<file path="src/rtl/uart_pkg.sv">
// uart_pkg: shared types and helpers for the parametrised UART transceiver.
//   uart_state_t : FSM state encoding shared by the RX and TX machines.
//   cnt_w()      : width of the per-bit cycle counter for a given bit period.
package uart_pkg;

    typedef enum logic [2:0] {
        IDLE,
        START,
        DATA,
        PARITY,
        STOP
    } uart_state_t;

    // Counter must hold 0 .. clks_per_bit-1; never narrower than one bit.
    function automatic int cnt_w(input int clks_per_bit);
        return (clks_per_bit > 2) ? $clog2(clks_per_bit) : 1;
    endfunction

endpackage

</file>
<file path="src/rtl/uart_bit_timer.sv">
// uart_bit_timer: free-running bit-period counter for one UART direction.
//   clk, rst_n : system clock, synchronous active-low reset
//   clear      : force the counter to 0 on the next edge (re-phases the bit grid)
//   tick       : high while the counter sits at CLKS_PER_BIT-1 (last cycle of a bit)
//   half       : high while the counter sits at CLKS_PER_BIT/2-1 (mid-bit)
module uart_bit_timer
    import uart_pkg::*;
#(
    parameter int CLKS_PER_BIT = 50
) (
    input  logic clk,
    input  logic rst_n,
    input  logic clear,
    output logic tick,
    output logic half
);

    localparam int            CW       = cnt_w(CLKS_PER_BIT);
    localparam logic [CW-1:0] LAST_CNT = CW'(CLKS_PER_BIT - 1);
    localparam logic [CW-1:0] HALF_CNT = CW'(CLKS_PER_BIT / 2 - 1);

    logic [CW-1:0] cnt_q;
    logic [CW-1:0] cnt_d;

    always_comb begin
        cnt_d = cnt_q + CW'(1);
        if (clear || (cnt_q == LAST_CNT)) begin
            cnt_d = '0;
        end
    end

    always_ff @(posedge clk) begin
        if (!rst_n) begin
            cnt_q <= '0;
        end else begin
            cnt_q <= cnt_d;
        end
    end

    // Not gated by clear: the RX FSM derives clear from half, gating would loop.
    assign tick = (cnt_q == LAST_CNT);
    assign half = (cnt_q == HALF_CNT);

endmodule

</file>
<file path="src/rtl/uart_xcvr_param.sv">
// uart_xcvr_param: parametrised full-duplex UART with valid/ready on both sides.
//   clk, rst_n        : system clock, synchronous active-low reset
//   rx_pin / tx_pin   : serial lines, idle high
//   tx_data/valid/ready : byte to transmit, accepted on tx_valid & tx_ready
//   rx_data/valid/ready : received byte, held until rx_valid & rx_ready
//   rx_frame_err      : 1-cycle pulse, stop bit sampled low (byte dropped)
//   rx_parity_err     : 1-cycle pulse, parity mismatch (0 unless UART_PARITY_EN)
//   rx_overrun        : 1-cycle pulse, good frame arrived while rx_data unconsumed
// Build option: define UART_PARITY_EN to add a parity bit (sense = PARITY_ODD).
//
// Both FSMs use the same states:
//   state  | meaning
//   IDLE   | line idle; TX ready for a byte / RX watching for a falling edge
//   START  | start bit (RX confirms it at mid-bit, rejecting glitches)
//   DATA   | DATA_BITS payload bits, LSB first
//   PARITY | parity bit (only reachable with UART_PARITY_EN)
//   STOP   | stop bit(s); RX checks the first one at mid-bit
module uart_xcvr_param
    import uart_pkg::*;
#(
    parameter int CLKS_PER_BIT = 50,
    parameter int DATA_BITS    = 8,
    parameter int STOP_BITS    = 1,
    parameter int PARITY_ODD   = 0
) (
    input  logic                 clk,
    input  logic                 rst_n,
    input  logic                 rx_pin,
    output logic                 tx_pin,
    input  logic [DATA_BITS-1:0] tx_data,
    input  logic                 tx_valid,
    output logic                 tx_ready,
    output logic [DATA_BITS-1:0] rx_data,
    output logic                 rx_valid,
    input  logic                 rx_ready,
    output logic                 rx_frame_err,
    output logic                 rx_parity_err,
    output logic                 rx_overrun
);

    localparam int           BW        = $clog2(DATA_BITS + 1);
    localparam logic [BW-1:0] LAST_BIT  = BW'(DATA_BITS - 1);
    localparam logic [BW-1:0] LAST_STOP = BW'(STOP_BITS - 1);

`ifdef UART_PARITY_EN
    localparam logic        PAR_ODD    = 1'(PARITY_ODD);
    localparam uart_state_t AFTER_DATA = PARITY;
`else
    localparam uart_state_t AFTER_DATA = STOP;
    logic parity_odd_unused;
    assign parity_odd_unused = 1'(PARITY_ODD);
`endif

    // ------------------------------------------------------------------
    // RX input synchroniser (preset high so reset looks like an idle line)
    // ------------------------------------------------------------------
    logic rx_meta_q;
    logic rx_s_q;

    always_ff @(posedge clk) begin
        if (!rst_n) begin
            rx_meta_q <= 1'b1;
            rx_s_q    <= 1'b1;
        end else begin
            rx_meta_q <= rx_pin;
            rx_s_q    <= rx_meta_q;
        end
    end

    // ------------------------------------------------------------------
    // RX path
    // ------------------------------------------------------------------
    uart_state_t          rx_state_q, rx_state_d;
    logic [BW-1:0]        rx_idx_q, rx_idx_d;
    logic [DATA_BITS-1:0] rx_shift_q, rx_shift_d;
    logic [DATA_BITS-1:0] rx_data_q, rx_data_d;
    logic                 rx_valid_q, rx_valid_d;
    logic                 rx_frame_err_q, rx_frame_err_d;
    logic                 rx_overrun_q, rx_overrun_d;
    logic                 rx_clear;
    logic                 rx_tick;
    logic                 rx_half;
`ifdef UART_PARITY_EN
    logic                 rx_par_bad_q, rx_par_bad_d;
    logic                 rx_parity_err_q, rx_parity_err_d;
`endif

    uart_bit_timer #(
        .CLKS_PER_BIT (CLKS_PER_BIT)
    ) u_rx_timer (
        .clk   (clk),
        .rst_n (rst_n),
        .clear (rx_clear),
        .tick  (rx_tick),
        .half  (rx_half)
    );

    always_comb begin
        rx_state_d     = rx_state_q;
        rx_idx_d       = rx_idx_q;
        rx_shift_d     = rx_shift_q;
        rx_data_d      = rx_data_q;
        rx_valid_d     = rx_valid_q & ~rx_ready;
        rx_frame_err_d = 1'b0;
        rx_overrun_d   = 1'b0;
        rx_clear       = 1'b0;
`ifdef UART_PARITY_EN
        rx_par_bad_d    = rx_par_bad_q;
        rx_parity_err_d = 1'b0;
`endif

        case (rx_state_q)
            IDLE: begin
                rx_clear = 1'b1;
                rx_idx_d = '0;
`ifdef UART_PARITY_EN
                rx_par_bad_d = 1'b0;
`endif
                if (!rx_s_q) begin
                    rx_state_d = START;
                end
            end
            START: begin
                // Restart the bit grid at mid start-bit so later ticks land mid-bit.
                if (rx_half) begin
                    rx_clear   = 1'b1;
                    rx_state_d = rx_s_q ? IDLE : DATA;
                end
            end
            DATA: begin
                if (rx_tick) begin
                    rx_shift_d = {rx_s_q, rx_shift_q[DATA_BITS-1:1]};
                    rx_idx_d   = rx_idx_q + BW'(1);
                    if (rx_idx_q == LAST_BIT) begin
                        rx_state_d = AFTER_DATA;
                    end
                end
            end
`ifdef UART_PARITY_EN
            PARITY: begin
                if (rx_tick) begin
                    rx_par_bad_d = rx_s_q ^ (^rx_shift_q) ^ PAR_ODD;
                    rx_state_d   = STOP;
                end
            end
`endif
            STOP: begin
                if (rx_tick) begin
                    rx_state_d = IDLE;
`ifdef UART_PARITY_EN
                    rx_parity_err_d = rx_par_bad_q;
`endif
                    if (!rx_s_q) begin
                        rx_frame_err_d = 1'b1;
                    end else if (rx_valid_q && !rx_ready) begin
                        rx_overrun_d = 1'b1;
                    end else begin
                        // A consume on this same cycle frees the slot; load wins.
                        rx_data_d  = rx_shift_q;
                        rx_valid_d = 1'b1;
                    end
                end
            end
            default: begin
                rx_state_d = IDLE;
            end
        endcase
    end

    always_ff @(posedge clk) begin
        if (!rst_n) begin
            rx_state_q     <= IDLE;
            rx_idx_q       <= '0;
            rx_shift_q     <= '0;
            rx_data_q      <= '0;
            rx_valid_q     <= 1'b0;
            rx_frame_err_q <= 1'b0;
            rx_overrun_q   <= 1'b0;
        end else begin
            rx_state_q     <= rx_state_d;
            rx_idx_q       <= rx_idx_d;
            rx_shift_q     <= rx_shift_d;
            rx_data_q      <= rx_data_d;
            rx_valid_q     <= rx_valid_d;
            rx_frame_err_q <= rx_frame_err_d;
            rx_overrun_q   <= rx_overrun_d;
        end
    end

`ifdef UART_PARITY_EN
    always_ff @(posedge clk) begin
        if (!rst_n) begin
            rx_par_bad_q    <= 1'b0;
            rx_parity_err_q <= 1'b0;
        end else begin
            rx_par_bad_q    <= rx_par_bad_d;
            rx_parity_err_q <= rx_parity_err_d;
        end
    end

    assign rx_parity_err = rx_parity_err_q;
`else
    assign rx_parity_err = 1'b0;
`endif

    assign rx_data      = rx_data_q;
    assign rx_valid     = rx_valid_q;
    assign rx_frame_err = rx_frame_err_q;
    assign rx_overrun   = rx_overrun_q;

    // ------------------------------------------------------------------
    // TX path
    // ------------------------------------------------------------------
    uart_state_t          tx_state_q, tx_state_d;
    logic [BW-1:0]        tx_idx_q, tx_idx_d;
    logic [DATA_BITS-1:0] tx_shift_q, tx_shift_d;
    logic                 tx_ready_q, tx_ready_d;
    logic                 tx_pin_q, tx_pin_d;
    logic                 tx_clear;
    logic                 tx_tick;
    logic                 tx_half_unused;
`ifdef UART_PARITY_EN
    logic                 tx_par_q, tx_par_d;
`endif

    uart_bit_timer #(
        .CLKS_PER_BIT (CLKS_PER_BIT)
    ) u_tx_timer (
        .clk   (clk),
        .rst_n (rst_n),
        .clear (tx_clear),
        .tick  (tx_tick),
        .half  (tx_half_unused)
    );

    always_comb begin
        tx_state_d = tx_state_q;
        tx_idx_d   = tx_idx_q;
        tx_shift_d = tx_shift_q;
        tx_clear   = 1'b0;
`ifdef UART_PARITY_EN
        tx_par_d = tx_par_q;
`endif

        case (tx_state_q)
            IDLE: begin
                tx_clear = 1'b1;
                tx_idx_d = '0;
                // tx_ready_q gates acceptance: it is still low on the first
                // cycle after reset even though the state is already IDLE.
                if (tx_valid && tx_ready_q) begin
                    tx_shift_d = tx_data;
                    tx_state_d = START;
`ifdef UART_PARITY_EN
                    tx_par_d = (^tx_data) ^ PAR_ODD;
`endif
                end
            end
            START: begin
                if (tx_tick) begin
                    tx_state_d = DATA;
                end
            end
            DATA: begin
                if (tx_tick) begin
                    if (tx_idx_q == LAST_BIT) begin
                        tx_idx_d   = '0;
                        tx_state_d = AFTER_DATA;
                    end else begin
                        tx_idx_d   = tx_idx_q + BW'(1);
                        tx_shift_d = {1'b0, tx_shift_q[DATA_BITS-1:1]};
                    end
                end
            end
`ifdef UART_PARITY_EN
            PARITY: begin
                if (tx_tick) begin
                    tx_state_d = STOP;
                end
            end
`endif
            STOP: begin
                if (tx_tick) begin
                    if (tx_idx_q == LAST_STOP) begin
                        tx_state_d = IDLE;
                    end else begin
                        tx_idx_d = tx_idx_q + BW'(1);
                    end
                end
            end
            default: begin
                tx_state_d = IDLE;
            end
        endcase

        // Outputs are registered from the next state so the pin and ready
        // change on the same edge as the state.
        tx_ready_d = (tx_state_d == IDLE);
        tx_pin_d   = 1'b1;
        case (tx_state_d)
            START:   tx_pin_d = 1'b0;
            DATA:    tx_pin_d = tx_shift_d[0];
`ifdef UART_PARITY_EN
            PARITY:  tx_pin_d = tx_par_d;
`endif
            default: tx_pin_d = 1'b1;
        endcase
    end

    always_ff @(posedge clk) begin
        if (!rst_n) begin
            tx_state_q <= IDLE;
            tx_idx_q   <= '0;
            tx_shift_q <= '0;
            tx_ready_q <= 1'b0;
            tx_pin_q   <= 1'b1;
        end else begin
            tx_state_q <= tx_state_d;
            tx_idx_q   <= tx_idx_d;
            tx_shift_q <= tx_shift_d;
            tx_ready_q <= tx_ready_d;
            tx_pin_q   <= tx_pin_d;
        end
    end

`ifdef UART_PARITY_EN
    always_ff @(posedge clk) begin
        if (!rst_n) begin
            tx_par_q <= 1'b0;
        end else begin
            tx_par_q <= tx_par_d;
        end
    end
`endif

    assign tx_pin   = tx_pin_q;
    assign tx_ready = tx_ready_q;

endmodule
</file>
<file path="config.mk">
export PLATFORM = sky130hd
export DESIGN_NAME = uart_xcvr_param
export DESIGN_NICKNAME = d
export VERILOG_FILES = /design/src/rtl/uart_pkg.sv /design/src/rtl/uart_bit_timer.sv /design/src/rtl/uart_xcvr_param.sv
export SDC_FILE = /design/constraint.sdc
export NUM_CORES = 1
export LEC_CHECK = 0
export ABC_CLOCK_PERIOD_IN_PS = 3400
export BUFFER_PORTS_ARGS = -buffer_cell sky130_fd_sc_hd__buf_2
export CAP_MARGIN = 40
export CORE_UTILIZATION = 50
export CTS_BUF_LIST = sky130_fd_sc_hd__clkbuf_8 sky130_fd_sc_hd__clkbuf_16
export DETAILED_ROUTE_END_ITERATION = 6
export PLACE_DENSITY = 0.73
export SLEW_MARGIN = 0
export SYNTH_ARGS = -nofsm -noshare
export SYNTH_HDL_FRONTEND = slang
export SYNTH_HIERARCHICAL = 1
export SYNTH_SLANG_ARGS = --single-unit
</file>
<file path="constraint.sdc">
create_clock -name clk -period 3.4 [get_ports clk]
set_input_delay 0.17 -clock clk [delete_from_list [all_inputs] [get_ports clk]]
set_output_delay 0.17 -clock clk [all_outputs]
set_load 0.1 [all_outputs]
</file>
==> metrics.md, run 1 <==
| Metric | Value |
|---|---|
| Placed insts | `360` |
| HPWL Detailed | `3030 microns` |
| Core box area | `0.00485 sq mm` |
| Worst slew pin tran | `0.513 ns` |
| Top-Level Pins | `27` |
| Die ar. | `0.00548 sq mm` |
| Rows | `25` |
| Initial DRT Pass Iterations | `4` |
| Core Util, Final | `0.611` |
| RSZ-0062 raised after global routing | `no` |
| Min Hold Slack | `0.0178 ns` |
| Worst Setup End Kind | `flop` |
| CP Depth | `7` |
| CTS H-Tree Depth | `3` |
| Hold Buf Count CTS | `0` |
| Die Width | `74.0 microns` |
| Clk_skew | `0.0122 ns` |
| Achievable Freq | `0.462 GHz` |
| Largest net degree at the start of global routing | `29` |
| Leakage | `0.00114 uW` |
| Root buffer cell | `clkbuf_8` |
| Fillers | `426` |
| Syn avg cell area | `9.20 sq um` |
| Drt via density | `5.34` |
| Wire per inst | `12.2 microns` |
| Drt total wl | `4600 microns` |
| Vertical die dimension | `74.0 microns` |
| Routed Antenna Nets | `0` |
| Mapped Area | `0.00259 sq mm` |
| Fin. Hold Viols | `0` |
| Critical Path Fanout Max | `10` |
| Setup TNS | `0 ns` |
| Max clock buf depth | `2` |
| Clk sink count | `57` |
| Area Overhead vs Synth | `14.2%` |
| First-pass GRT wire length | `7440 microns` |
| Vias | `2008` |
| CTS tree | `built` |
| Synthesized Nets | `304` |
| Max rail drop VDD | `0.338 mV` |
| Crit path buf inv count | `0` |
| First DRT Iteration DRCs | `160` |
| Most common cell after layout, fill and taps aside | `dfxtp_1` |
| WP data arrival | `2.38 ns` |
| Min-delay worst type | `in -> reg` |
| Max-Cap Viols | `0` |
| Worst skew pair latency | `0.33 ns` |
| Max stage delay on crit path | `0.45 ns` |
| Yosys warnings | `6` |
| Reg clk slew, reported paths | `0.07 ns` |
| CP top delay family | `simple AND/OR/NAND/NOR gates` |
| Startpoint Class | `flop` |
| Critical path class | `reg -> reg` |
| Nets | `326` |
| Pwr/cell area | `503 mW/mm^2` |
| Multi-input gate area | `0.00133 sq mm` |
| Gr usage total | `0.179` |
| Most frequent cells in the layout | `57 x dfxtp_1, 31 x nor2_1, 25 x nand2_1, 25 x buf_2, 14 x a21oi_1` |
| Hold Path Depth | `2` |
| IO buf count | `25` |
| Post_cts resized | `0` |
| Fin crit period | `2.16 ns` |
| Total clock buffers created by CTS | `9` |
| Post-route insts no fill | `376` |
| Vias in the first global route | `1676` |
| DRC | `0` |
| Design Power | `1490 uW` |
| R2r worst-path depth | `7` |
| Register area | `0.00114 sq mm` |
| Initial antenna violation count | `0` |
| Final setup fails | `0` |
| Cell breakdown of the critical path | `ha_1, nand4b_1, nor2_1, or3b_4, o32ai_4, a21boi_0, o22ai_1` |
| Status | `finished, final reports clean` |
| Worst slew margin | `0.655` |
| WP data required | `3.62 ns` |
| Initial core utilization | `0.535` |
| Fin. max-slew vios | `0` |
| GP Congestion | `0.849` |
| Grt ovf | `0` |
| Diode count | `0` |
| Mapped Cells | `282` |
| Post-CTS Setup Inserts | `0` |
| Slowest stage cell, crit path | `or3b_4` |
| Period utilisation layout | `0.637` |
| Share of cells above drive strength 1 | `0.184` |
[registers in the layout, indices dropped and copies added (netlist names)]
name              count
tx_ready              1
tx_idx_q              4
rx_state_q            3
rx_frame_err          1
tx_pin                1
rx_overrun            1
rx_meta_q             1
rx_data               8
u_tx_timer/cnt_q      6
rx_s_q                1
rx_idx_q              4
rx_valid              1
tx_shift_q            8
rx_shift_q            8
tx_state_q            3
u_rx_timer/cnt_q      6
[layer usage]
metal  wire length (microns)  track usage
met1                    2360        0.235
met3                     182       0.0407
met5                       0            0
met2                    1970        0.268
met4                      87        0.109
[path summary, 6_finish.rpt]
check / start / to / slack (ns)
setup / recovery: u_tx_timer/cnt_q[0] / tx_idx_q[2] / 1.24
hold reg to reg: rx_meta_q / rx_s_q / 0.41
hold / removal: rx_pin / rx_meta_q / 0.02
setup reg to reg: u_tx_timer/cnt_q[0] / tx_idx_q[2] / 1.24
[power by group]
part	leakage [uW]	switching, uW	internal [uW]
Clock	0.000110	293	418
Sequential	0.000461	12.7	679
Combinational	0.000573	55.5	29.9
Total	0.00114	361	1130
[through the flow]
stage	cell area, sq um	setup slack [ns]
6_report	2960	1.24
5_1_grt	2960	1.07
4_1_cts	2960	1.24
3_5_place_dp	2740	1.25
3_3_place_gp	2740	1.29
2_1_floorplan	2590	1.52
[final cells by class]
class                   instances  share of cell area
repair buffers                 26              0.0448
clock inverters                 7              0.0346
multi-input cells             198               0.450
flip-flops and latches         57               0.385
well taps                      67              0.0283
clock buffers                   9              0.0418
inverters                      12              0.0152
Power figures use the tool's default switching activity.
==> run 2, diff against run 1 <==
ABC_AREA = 1   (was default)
ABC_CLOCK_PERIOD_IN_PS = 1920   (was 3400)
PLACE_DENSITY = 0.76   (was 0.73)
clock period = 1.92 ns   (was 3.4 ns; I/O delays follow)
==> run 2 against run 1 <==
Effect of this change: routed wire length rose by 20%; combinational power rose to 8.3 times the previous value; sequential power rose by 94%; total power rose by 110%; flip-flop and latch count did not move; largest power group is now registers; final cell count rose by 29%; area after synthesis rose by 6.9%; critical path type unchanged; global-route usage rose by 3.5 points.
==> metrics.md, run 2 <==
| Metric | Value |
|---|---|
| Initial core utilization | `0.530 (was 0.535)` |
| Placed insts | `468 (was 360)` |
| Clk sink count | `57 (unchanged)` |
| Post-CTS Setup Inserts | `0 (unchanged)` |
| Hold path start | `tx_data[7] (was rx_pin)` |
| WP data arrival | `1.97 ns (was 2.38 ns)` |
| Cell breakdown of the critical path | `inv_1, ha_1, nand3_2, clkinvlp_4, inv_2, nand3_2, nand2_2, nand2_1, a21oi_1 (was ha_1, nand4b_1, nor2_1, or3b_4, o32ai_4, a21boi_0, o22ai_1)` |
| GP Congestion | `0.795 (was 0.849)` |
| Placed inst area | `0.00294 sq mm (was 0.00274 sq mm)` |
| Most frequent cells in the layout | `72 x nor2_1, 57 x dfxtp_1, 55 x nand2_1, 40 x inv_1, 33 x a21oi_1 (was 57 x dfxtp_1, 31 x nor2_1, 25 x nand2_1, 25 x buf_2, 14 x a21oi_1)` |
| Die ar. | `0.00585 sq mm (was 0.00548 sq mm)` |
| IO buf count | `25 (unchanged)` |
| Drt total wl | `5520 microns (was 4600 microns)` |
| CTS tree | `built (unchanged)` |
| Max rail drop VDD | `0.633 mV (was 0.338 mV)` |
| Fin. Hold Viols | `0 (unchanged)` |
| Fin. max-slew vios | `0 (unchanged)` |
| Startpoint Class | `flop (unchanged)` |
| HPWL Detailed | `3940 microns (was 3030 microns)` |
| Initial DRT Pass Iterations | `4 (unchanged)` |
| Post-route insts no fill | `484 (was 376)` |
| Initial antenna violation count | `0 (unchanged)` |
| Max stage delay on crit path | `0.37 ns (was 0.45 ns)` |
| Min Hold Slack | `0.0206 ns (was 0.0178 ns)` |
| Grt ovf | `0 (unchanged)` |
| Fillers | `489 (was 426)` |
| Vertical die dimension | `76.5 microns (was 74.0 microns)` |
| Max-Cap Viols | `0 (unchanged)` |
| Nets | `432 (was 326)` |
| Clk_skew | `0.00517 ns (was 0.0122 ns)` |
| Vias | `2425 (was 2008)` |
| Mapped Cells | `379 (was 282)` |
| Gr usage total | `0.214 (was 0.179)` |
| Core Util, Final | `0.602 (was 0.611)` |
| Core box area | `0.00524 sq mm (was 0.00485 sq mm)` |
| WP data required | `2.19 ns (was 3.62 ns)` |
| Fin crit period | `1.70 ns (was 2.16 ns)` |
| Achievable Freq | `0.587 GHz (was 0.462 GHz)` |
| Status | `finished, final reports clean (unchanged)` |
| Crit Reg-Reg Startpoint | `u_tx_timer/cnt_q[1] (was u_tx_timer/cnt_q[0])` |
| Rows | `26 (was 25)` |
| RSZ-0062 raised after global routing | `no (unchanged)` |
| Critical path class | `reg -> reg (unchanged)` |
| FF-to-FF setup slack | `0.22 ns (was 1.24 ns)` |
| Critical Path Fanout Max | `9 (was 10)` |
| Yosys warnings | `6 (unchanged)` |
| Worst Setup End Kind | `flop (unchanged)` |
| Max clock buf depth | `2 (unchanged)` |
| Synthesized Nets | `401 (was 304)` |
| Most common cell after layout, fill and taps aside | `nor2_1 (was dfxtp_1)` |
| Final setup fails | `0 (unchanged)` |
| Final non-filler cell area | `0.00315 sq mm (was 0.00296 sq mm)` |
| Min-delay worst type | `in -> reg (unchanged)` |
| First DRT Iteration DRCs | `182 (was 160)` |
| Period utilisation layout | `0.887 (was 0.637)` |
| Reg-to-Reg End | `tx_shift_q[2] (was tx_idx_q[2])` |
| Die Width | `76.5 microns (was 74.0 microns)` |
| Leakage | `0.00137 uW (was 0.00114 uW)` |
| Syn avg cell area | `7.32 sq um (was 9.20 sq um)` |
| Vias in the first global route | `2281 (was 1676)` |
| CTS H-Tree Depth | `3 (unchanged)` |
| First-pass GRT wire length | `9800 microns (was 7440 microns)` |
| Area Overhead vs Synth | `13.7% (was 14.2%)` |
| Total clock buffers created by CTS | `9 (unchanged)` |
| Hold Path Depth | `3 (was 2)` |
| Setup TNS | `0 ns (unchanged)` |
| Reg clk slew, reported paths | `0.06 ns (was 0.07 ns)` |
| Routed Antenna Nets | `0 (unchanged)` |
| Share of cells above drive strength 1 | `0.200 (was 0.184)` |
| R2r worst-path depth | `9 (was 7)` |
| Largest net degree at the start of global routing | `25 (was 29)` |
| Pwr/cell area | `1010 mW/mm^2 (was 503 mW/mm^2)` |
| Top-Level Pins | `27 (unchanged)` |
| Wire per inst | `11.4 microns (was 12.2 microns)` |
| DRC | `0 (unchanged)` |
| Most used cell, CP | `nand3_2` |
| Slowest stage cell, crit path | `dfxtp_1 (was or3b_4)` |
| Mapped Area | `0.00277 sq mm (was 0.00259 sq mm)` |
| Worst skew pair latency | `0.34 ns (was 0.33 ns)` |
| Hold Path End | `tx_shift_q[7] (was rx_meta_q)` |
| Drt via density | `5.01 (was 5.34)` |
| Root buffer cell | `clkbuf_8 (unchanged)` |
| Diode count | `0 (unchanged)` |
[run 2: area by class of cell]
type,instances,area (sq um),area share
Inverter,46,181,0.0575
Timing Repair Buffer,29,158,0.0500
Tap cell,70,87.6,0.0278
Sequential cell,57,1140,0.362
Clock inverter,4,43.8,0.0139
Clock buffer,11,151,0.0480
Multi-Input combinational cell,267,1390,0.441
[run 2: how the worst max path moves through the flow]
stage | start | depth (start not counted) | slack (ns) | end
2_1_floorplan | tx_ready | 7 | 0.09 | tx_pin
3_3_place_gp | u_tx_timer/cnt_q[0] | 10 | 0.31 | tx_idx_q[1]
3_5_place_dp | u_tx_timer/cnt_q[0] | 9 | 0.18 | tx_ready
4_1_cts | u_tx_timer/cnt_q[0] | 10 | 0.16 | tx_idx_q[1]
5_1_grt | u_tx_timer/cnt_q[1] | 11 | 0.04 | tx_idx_q[3]
6_report | u_tx_timer/cnt_q[1] | 9 | 0.22 | tx_shift_q[2]
[run 2: what timing repair did]
| item | CTS | global route |
|---|---|---|
| resized for setup | 0 | 1 |
| hold buffers | 1 | 0 |
| hold endpoints to repair | 1 | 0 |
| setup endpoints to repair | 0 | 2 |
[run 2: where the power goes]
group	leakage [uW]	switching, uW	internal, uW
Combinational	0.000803	474	233
Sequential	0.000462	83.5	1260
Clock	0.000106	465	653
Total	0.00137	1020	2150
[run 2: stage by stage]
step / setup WS [ns] / power [uW]
after floorplan: 0.0898 / 1930
after CTS: 0.156 / 3200
after global routing: 0.0417 / 3380
after detailed placement: 0.182 / 2070
after global placement: 0.309 / 2050
final: 0.217 / 3170
[run 2: worst max-delay path, delay by kind of cell, from the launching register on]
family	cells	cell delay, ns
compound gates	1	0.13
fa+ha+maj	1	0.20
buf+inv	3	0.44
flops	1	0.37
simple gates	4	0.48
[run 2: per-layer routing]
layer | wire (microns) | GRT usage | up-vias
met3 | 255 | 0.0623 | 5
met5 | 0 | 0 | -
met4 | 83 | 0.102 | 0
met1 | 2460 | 0.248 | 1098
li1 | - | - | 1270
met2 | 2720 | 0.359 | 52
